## config.mk

```make
export PLATFORM = sky130hd
export DESIGN_NAME = hazard_ctrl
export DESIGN_NICKNAME = d
export VERILOG_FILES = /design/src/rtl/hazard_ctrl.sv
export SDC_FILE = /design/constraint.sdc
export NUM_CORES = 1
export LEC_CHECK = 0
export BUFFER_PORTS_ARGS = -buffer_cell sky130_fd_sc_hd__buf_2
export CAP_MARGIN = 20
export CORE_ASPECT_RATIO = 0.7
export CORE_UTILIZATION = 45
export DETAILED_ROUTE_END_ITERATION = 10
export PLACE_DENSITY = 0.81
export SYNTH_ARGS = -nofsm -noshare
export SYNTH_HDL_FRONTEND = slang
export SYNTH_SLANG_ARGS = --single-unit
```

## constraint.sdc

```tcl
create_clock -name clk -period 3 [get_ports clk]
set_clock_uncertainty 0.05 [all_clocks]
set_input_delay 0.3 -clock clk [delete_from_list [all_inputs] [get_ports clk]]
set_output_delay 0.3 -clock clk [all_outputs]
set_load 0.05 [all_outputs]
```

## src/rtl/hazard_ctrl.sv

```systemverilog
// Pipeline hazard/sequencing controller: per-stage stall, flush and bubble controls,
// data-wait/halt FSM and fetch watchdog. Optional perf counters under `HAZARD_PERF_EN`.
module hazard_ctrl #(
    parameter int unsigned IMEM_TIMEOUT = 255
) (
    input  logic       clk,
    input  logic       rst,
    input  logic [4:0] rs1_d,
    input  logic [4:0] rs2_d,
    input  logic       rs1_used_d,
    input  logic       rs2_used_d,
    input  logic [4:0] rd_e,
    input  logic       mem_read_e,
    input  logic       branch_taken_e,
    input  logic       imem_ready,
    input  logic       dmem_req_m,
    input  logic       dmem_ready,
    input  logic       dbg_halt,
    input  logic       dbg_resume,
    output logic       pc_stop,
    output logic       stall_f,
    output logic       stall_d,
    output logic       stall_e,
    output logic       stall_m,
    output logic       flush_d,
    output logic       flush_e,
    output logic       bubble_w,
    output logic       halted,
    output logic       imem_err
`ifdef HAZARD_PERF_EN
    ,
    output logic [31:0] perf_stall_cyc,
    output logic [31:0] perf_flush_cnt,
    output logic [31:0] perf_lu_cnt
`endif
);

    // state | meaning
    // RUN   | normal flow; a first-cycle data wait is frozen here
    // DWAIT | data access outstanding, pipeline frozen
    // HALT  | debug halt, pipeline frozen until dbg_resume
    typedef enum logic [1:0] {RUN, DWAIT, HALT} state_e;

    localparam logic [7:0] TMO = 8'(IMEM_TIMEOUT);

    state_e     state_q;
    logic       halted_q;
    logic [7:0] wd_cnt_q, wd_cnt_d;
    logic       imem_err_q;

    logic dmem_wait;
    logic freeze;
    logic load_use;
    logic br_event;
    logic lu_event;

    always_comb begin
        dmem_wait = dmem_req_m && !dmem_ready;
        freeze    = (state_q != RUN) || dmem_wait;
        load_use  = mem_read_e && (rd_e != 5'd0) &&
                    ((rs1_used_d && (rs1_d == rd_e)) || (rs2_used_d && (rs2_d == rd_e)));
        br_event  = !freeze && branch_taken_e;
        lu_event  = !freeze && !branch_taken_e && load_use;
    end

    always_comb begin
        pc_stop  = 1'b0;
        stall_f  = 1'b0;
        stall_d  = 1'b0;
        stall_e  = 1'b0;
        stall_m  = 1'b0;
        flush_d  = 1'b0;
        flush_e  = 1'b0;
        bubble_w = 1'b0;
        if (rst) begin
            flush_d  = 1'b1;
            flush_e  = 1'b1;
            bubble_w = 1'b1;
        end else if (freeze) begin
            pc_stop  = 1'b1;
            stall_d  = 1'b1;
            stall_e  = 1'b1;
            stall_m  = 1'b1;
            // the completing access in DWAIT is handed to MEM/WB
            bubble_w = !((state_q == DWAIT) && dmem_ready);
        end else if (branch_taken_e) begin
            flush_d = 1'b1;
            flush_e = 1'b1;
        end else if (load_use) begin
            stall_f = 1'b1;
            stall_d = 1'b1;
            flush_e = 1'b1;
        end else if (!imem_ready) begin
            stall_f = 1'b1;
            flush_d = 1'b1;
        end
    end

    always_comb begin
        wd_cnt_d = wd_cnt_q;
        if (!freeze) begin
            if (imem_ready) begin
                wd_cnt_d = 8'd0;
            end else if (wd_cnt_q < TMO) begin
                wd_cnt_d = wd_cnt_q + 8'd1;
            end
        end
    end

    always_ff @(posedge clk) begin
        if (rst) begin
            state_q    <= RUN;
            halted_q   <= 1'b0;
            wd_cnt_q   <= 8'd0;
            imem_err_q <= 1'b0;
        end else begin
            wd_cnt_q <= wd_cnt_d;
            if (wd_cnt_d == TMO) begin
                imem_err_q <= 1'b1;
            end
            case (state_q)
                RUN: begin
                    if (dbg_halt && !dmem_wait) begin
                        state_q  <= HALT;
                        halted_q <= 1'b1;
                    end else if (dmem_wait && !dbg_halt) begin
                        state_q <= DWAIT;
                    end
                end
                DWAIT: begin
                    // a halt requested during the wait is taken as the access completes
                    if (dmem_ready) begin
                        if (dbg_halt) begin
                            state_q  <= HALT;
                            halted_q <= 1'b1;
                        end else begin
                            state_q <= RUN;
                        end
                    end
                end
                HALT: begin
                    if (dbg_resume) begin
                        state_q  <= RUN;
                        halted_q <= 1'b0;
                    end
                end
                default: begin
                    state_q  <= RUN;
                    halted_q <= 1'b0;
                end
            endcase
        end
    end

    assign halted   = halted_q;
    assign imem_err = imem_err_q;

`ifdef HAZARD_PERF_EN
    logic [31:0] perf_stall_q, perf_flush_q, perf_lu_q;

    always_ff @(posedge clk) begin
        if (rst) begin
            perf_stall_q <= 32'd0;
            perf_flush_q <= 32'd0;
            perf_lu_q    <= 32'd0;
        end else begin
            if (stall_f || pc_stop) perf_stall_q <= perf_stall_q + 32'd1;
            if (br_event)           perf_flush_q <= perf_flush_q + 32'd1;
            if (lu_event)           perf_lu_q    <= perf_lu_q + 32'd1;
        end
    end

    assign perf_stall_cyc = perf_stall_q;
    assign perf_flush_cnt = perf_flush_q;
    assign perf_lu_cnt    = perf_lu_q;
`else
    logic unused_events;
    assign unused_events = br_event ^ lu_event;
`endif

endmodule

```

# == Yosys cells after proc, flatten, opt, wreduce, memory -nomap -nowiden ==
# Cells that the tools add are included.
# word_totals
out_inout_bits,10
regBits,12
# op_classes
n_reduce_logical,19
add_sub_neg,1
muxes,34
n_eq_ne,10
n_lt_le_gt_ge,1
# ops
operator,count
1-bit 2-to-1 mux,24
8-bit 2-to-1 mux,3
5-bit == test,2
2-bit 2-to-1 mux,5
8-bit by 1-bit adder with 8-bit output (second input constant),1
8-bit == test (second input constant),1
1-bit logical AND,8
8-bit < comparator (second input constant),1
2-bit != test (second input constant),4
2-bit case mux with 3 select lines,1
5-bit nonzero test,1
1-bit logical NOT,4
4-bit AND reduction,1
3-bit != test (second input constant),1
1-bit case mux with 3 select lines,1
3-bit AND reduction,1
2-bit by 1-bit == test with 1-bit output (second input constant),1
2-bit == test (second input constant),1
2-bit logical NOT,1
1-bit logical OR,2
2-bit nonzero test,1

# == Longest topological paths before layout ==
# logic_depth
ltp_word,8
ltp_mapped,8

# == Least setup slack after synthesis ==
# No wires, ideal clock.
# synth_timing
path_kind,input port to output port
from,input port rd_e[2]
to,output port stall_f
path_stages,5
t_arrival_ps,2081
n_path_buf,0
setup_slack_ps,569
required_time_ps,2650
cell_sequence,xnor2_1 nand4_1 o22ai_1 o211ai_1 a211oi_1
# synth_between
elab_chain_len,8
elab_cells_between_ends,12
cone_classes,eq/ne (2); mux (4); reduce/logical (6)
# synth_lines
element,line,source
from (decl),12,"input logic [4:0] rd_e,"
5-bit == test,61,((rs1_used_d && (rs1_d == rd_e)) || (rs2_used_d && (rs2_d == rd_e)));
1-bit logical AND,61,
1-bit logical OR,61,
1-bit logical AND *,60,load_use = mem_read_e && (rd_e != 5'd0) &&
1-bit 2-to-1 mux *,89,end else if (load_use) begin
1-bit 2-to-1 mux *,86,end else if (branch_taken_e) begin
1-bit 2-to-1 mux *,79,end else if (freeze) begin
1-bit 2-to-1 mux *,75,if (rst) begin
to (decl),21,"output logic stall_f,"
# Mark *: on every way between the ends. The rest lies on a longest branch, timed or not.

# == Worst setup path in the final report ==
# layout_timing
from,input port rd_e[1]
to,output port flush_d
# layout_between
elab_chain_len,8
elab_cells_between_ends,12
cone_classes,eq/ne (2); mux (4); reduce/logical (6)
# layout_lines
element,line,source
5-bit == test,61,
1-bit logical AND,61,
1-bit logical OR,61,
1-bit logical AND *,60,
1-bit 2-to-1 mux *,89,
1-bit 2-to-1 mux *,86,
1-bit 2-to-1 mux *,79,
1-bit 2-to-1 mux *,75,
to (decl),25,"output logic flush_d,"
# Marks and branches as above.

==> impl_metrics.ini <==
[outcome]
status = finished with violations
violations = DRC

[synthesis]
synth_top_area_share = 0.249
yosys_register_bits = 12
seq_area_frac_synth = 0.249
synth_top_area_cell = dfxtp_1
ys_warn_count = 0
ys_types = 44
synth_edf_count = 0
netlist_instances = 117
syn_nets = 145
netlist_area_um2 = 966
syn-mean-instance-area_um2 = 8.26
async_reset_ff_frac = 0
synth_area_leaders = dfxtp_1 (25%), xnor2_1 (12%), nor2_1 (6.2%)
synthFlopType = dfxtp_1

[timing]
finalCritPeriodShare = 0.691
worst_pin_slew_ns = 0.413
maxSlewViolCount = 0
setup_viol = 0
relSlewSlack = 0.725
layout_min_cycle_time_ns = 2.07
clock.fmax_ghz = 0.483
hold_viol = 0
finalSetupTns_ns = 0
rsz0062_at_grt = false

[flow_run]
cap_violations = 0

[critical_path]
setup.worst_path.start = rd_e[1]
crit_buf_inv = 2
critPathLaunchType = primary input
cp_slowest_cell = or4_1
worstReg2RegEnd = imem_err
worstSetupEndpoint = flush_d
cpMostUsedCell = buf_2
required_ns = 2.65
rr_startpoint = wd_cnt_q[0]
path_class = in -> out
cp_data_arrival_time_ns = 1.72
crit_chain = buf_2 -> or4_1 -> o211ai_1 -> a221o_1 -> buf_2
worst-path-stages = 5
path_max_fanout = 4
worst_path_largest_cell_delay_ns = 0.52
reg2reg_depth = 6
r2r_setup_slack_ns = 1.09
endpoint_kind = output pin
critPathTopFamily = simple AND/OR/NAND/NOR gates

[floorplan]
die_x_um = 57.4
ios = 36
die_y_um = 40.8
rows = 13
die_area_mm2 = 0.00234
start_util = 0.499
coreArea_mm2 = 0.00194

[cts]
cts-root-buf = clkbuf_4
clkSinkCount = 12
clkTransAtPathRegs_ns = 0.07
cts-hold-fix-buffers = 0
ctsResizeCount = 0
numCtsBuffers = 3
clk-insertion-delay-late_ns = 0.27
htree_num_levels = 1
clk_path_buf_depth = 2
cts_setup_buffers = 0
cts_tree = done

[grt]
grt_pass1_wl_um = 3450
antenna_found_initial = 0
track_usage = 0.199
grt_max_degree = 13
overflow = 0
grt_pass1_vias = 836

[detailed_routing]
totalWireLength_um = 2020
drt_iter0_drc = 47
vias = 960
antenna_left = 0
route.detailed.drc = 7
viasPerCell = 5.58
wl_per_cell_um = 11.7
dr.pass1.iters = 7

[power_and_ir_drop]
total_power_uw = 484
power.density_mw_per_mm2 = 423
vdd_drop_max_v = 0.000282
leakagePower_nw = 0.457

[placed_design]
routabilityCongestion = 0.815
io_buffers = 35
dpl.hpwl_um = 1650

[final_layout]
fillers = 171
nets = 179
drive_gt1_frac = 0.340
mostFrequentLayoutCell = buf_2
final_cell_mix = buf_2 (35), nor2_1 (16), xnor2_1 (13)
syn_to_final_growth_pct = 18.4
antenna_cells = 0

[worst_hold_path]
hold_class = in -> reg
[metal layers]
metal / global-route usage / up-vias / share of wire
met3: 0.0505 / 4 / 0.058
met5: 0 / - / 0
met1: 0.238 / 444 / 0.48
li1: - / 485 / -
met2: 0.352 / 27 / 0.45
met4: 0.0915 / 0 / 0.011
[per-stage QoR]
| step | hold WS (ns) | util | instance area (um^2) | cells | setup slack, ns |
|---|---|---|---|---|---|
| 2_1_floorplan | 0.400 | - | 966 | 117 | 0.569 |
| 3_3_place_gp | 0.403 | 0.572 | 1110 | 168 | 0.979 |
| 5_1_grt | 0.286 | 0.591 | 1140 | 172 | 0.812 |
| 6_report | 0.267 | 0.591 | 1140 | 172 | 0.928 |
| 3_5_place_dp | 0.407 | 0.572 | 1110 | 168 | 0.930 |
| 4_1_cts | 0.259 | 0.591 | 1140 | 172 | 0.930 |
[cell usage after synthesis, types with 2 or more instances]
library cell and instances:
o21ai_0 3, a21oi_1 6, a211oi_1 3, dfxtp_1 12, o21bai_1 2, buf_4 3, nand2_1 7, nor2b_1 3
inv_1 4, nand3_1 4, o211ai_1 2, o22ai_1 2, ha_1 2, nand4_1 4, nor3_1 2, nor2_1 16
clkbuf_8 2, xnor2_1 13, a31oi_1 2
[cell families (layout without fill, tap and decap cells)]
family / after synthesis / after routing / share of synthesized area
flip-flops: 12 / 12 / 0.249
AO/OA/AOI/OAI: 29 / 29 / 0.228
XOR/XNOR: 14 / 14 / 0.127
buffers and inverters: 11 / 44 / 0.0829
multiplexers: 1 / 1 / 0.0104
AND/OR/NAND/NOR: 48 / 48 / 0.277
adder cells (fa/ha/maj): 2 / 2 / 0.0259
[sequential cells by signal (all words and copies together), names as in the netlist]
register / cells
imem_err: 1
wd_cnt_q: 8
halted: 1
state_q: 2
[final cells by class]
cell class                      instances  area [um^2]  share of cell area
Multi-Input combinational cell         94          646               0.565
Sequential cell                        12          240               0.210
Timing Repair Buffer                   35          175               0.153
Clock buffer                            4         36.3              0.0317
Tap cell                               22         27.5              0.0241
Inverter                                5         18.8              0.0164
[report_power, final]
part / total [mW] / switching, mW / internal, mW
combinational: 0.174 / 0.111 / 0.0633
clock: 0.127 / 0.0534 / 0.0738
sequential: 0.183 / 0.0145 / 0.168
total: 0.484 / 0.179 / 0.305
[worst min-delay path, cell delays in order]
cell and delay [ns]:
buf_2 0.10, o21a_1 0.10, nor3_1 0.04
[how the worst min path moves through the flow]
stage | from | end | slack (ns) | depth (start not counted)
after floorplan | dmem_ready | state_q[1] | 0.40 | 2
after global placement | imem_err | imem_err | 0.40 | 2
after detailed placement | imem_err | imem_err | 0.41 | 2
after CTS | dbg_resume | halted | 0.26 | 3
after global routing | dbg_resume | halted | 0.29 | 3
final | dbg_resume | halted | 0.27 | 3
Power figures use the tool's default switching activity.
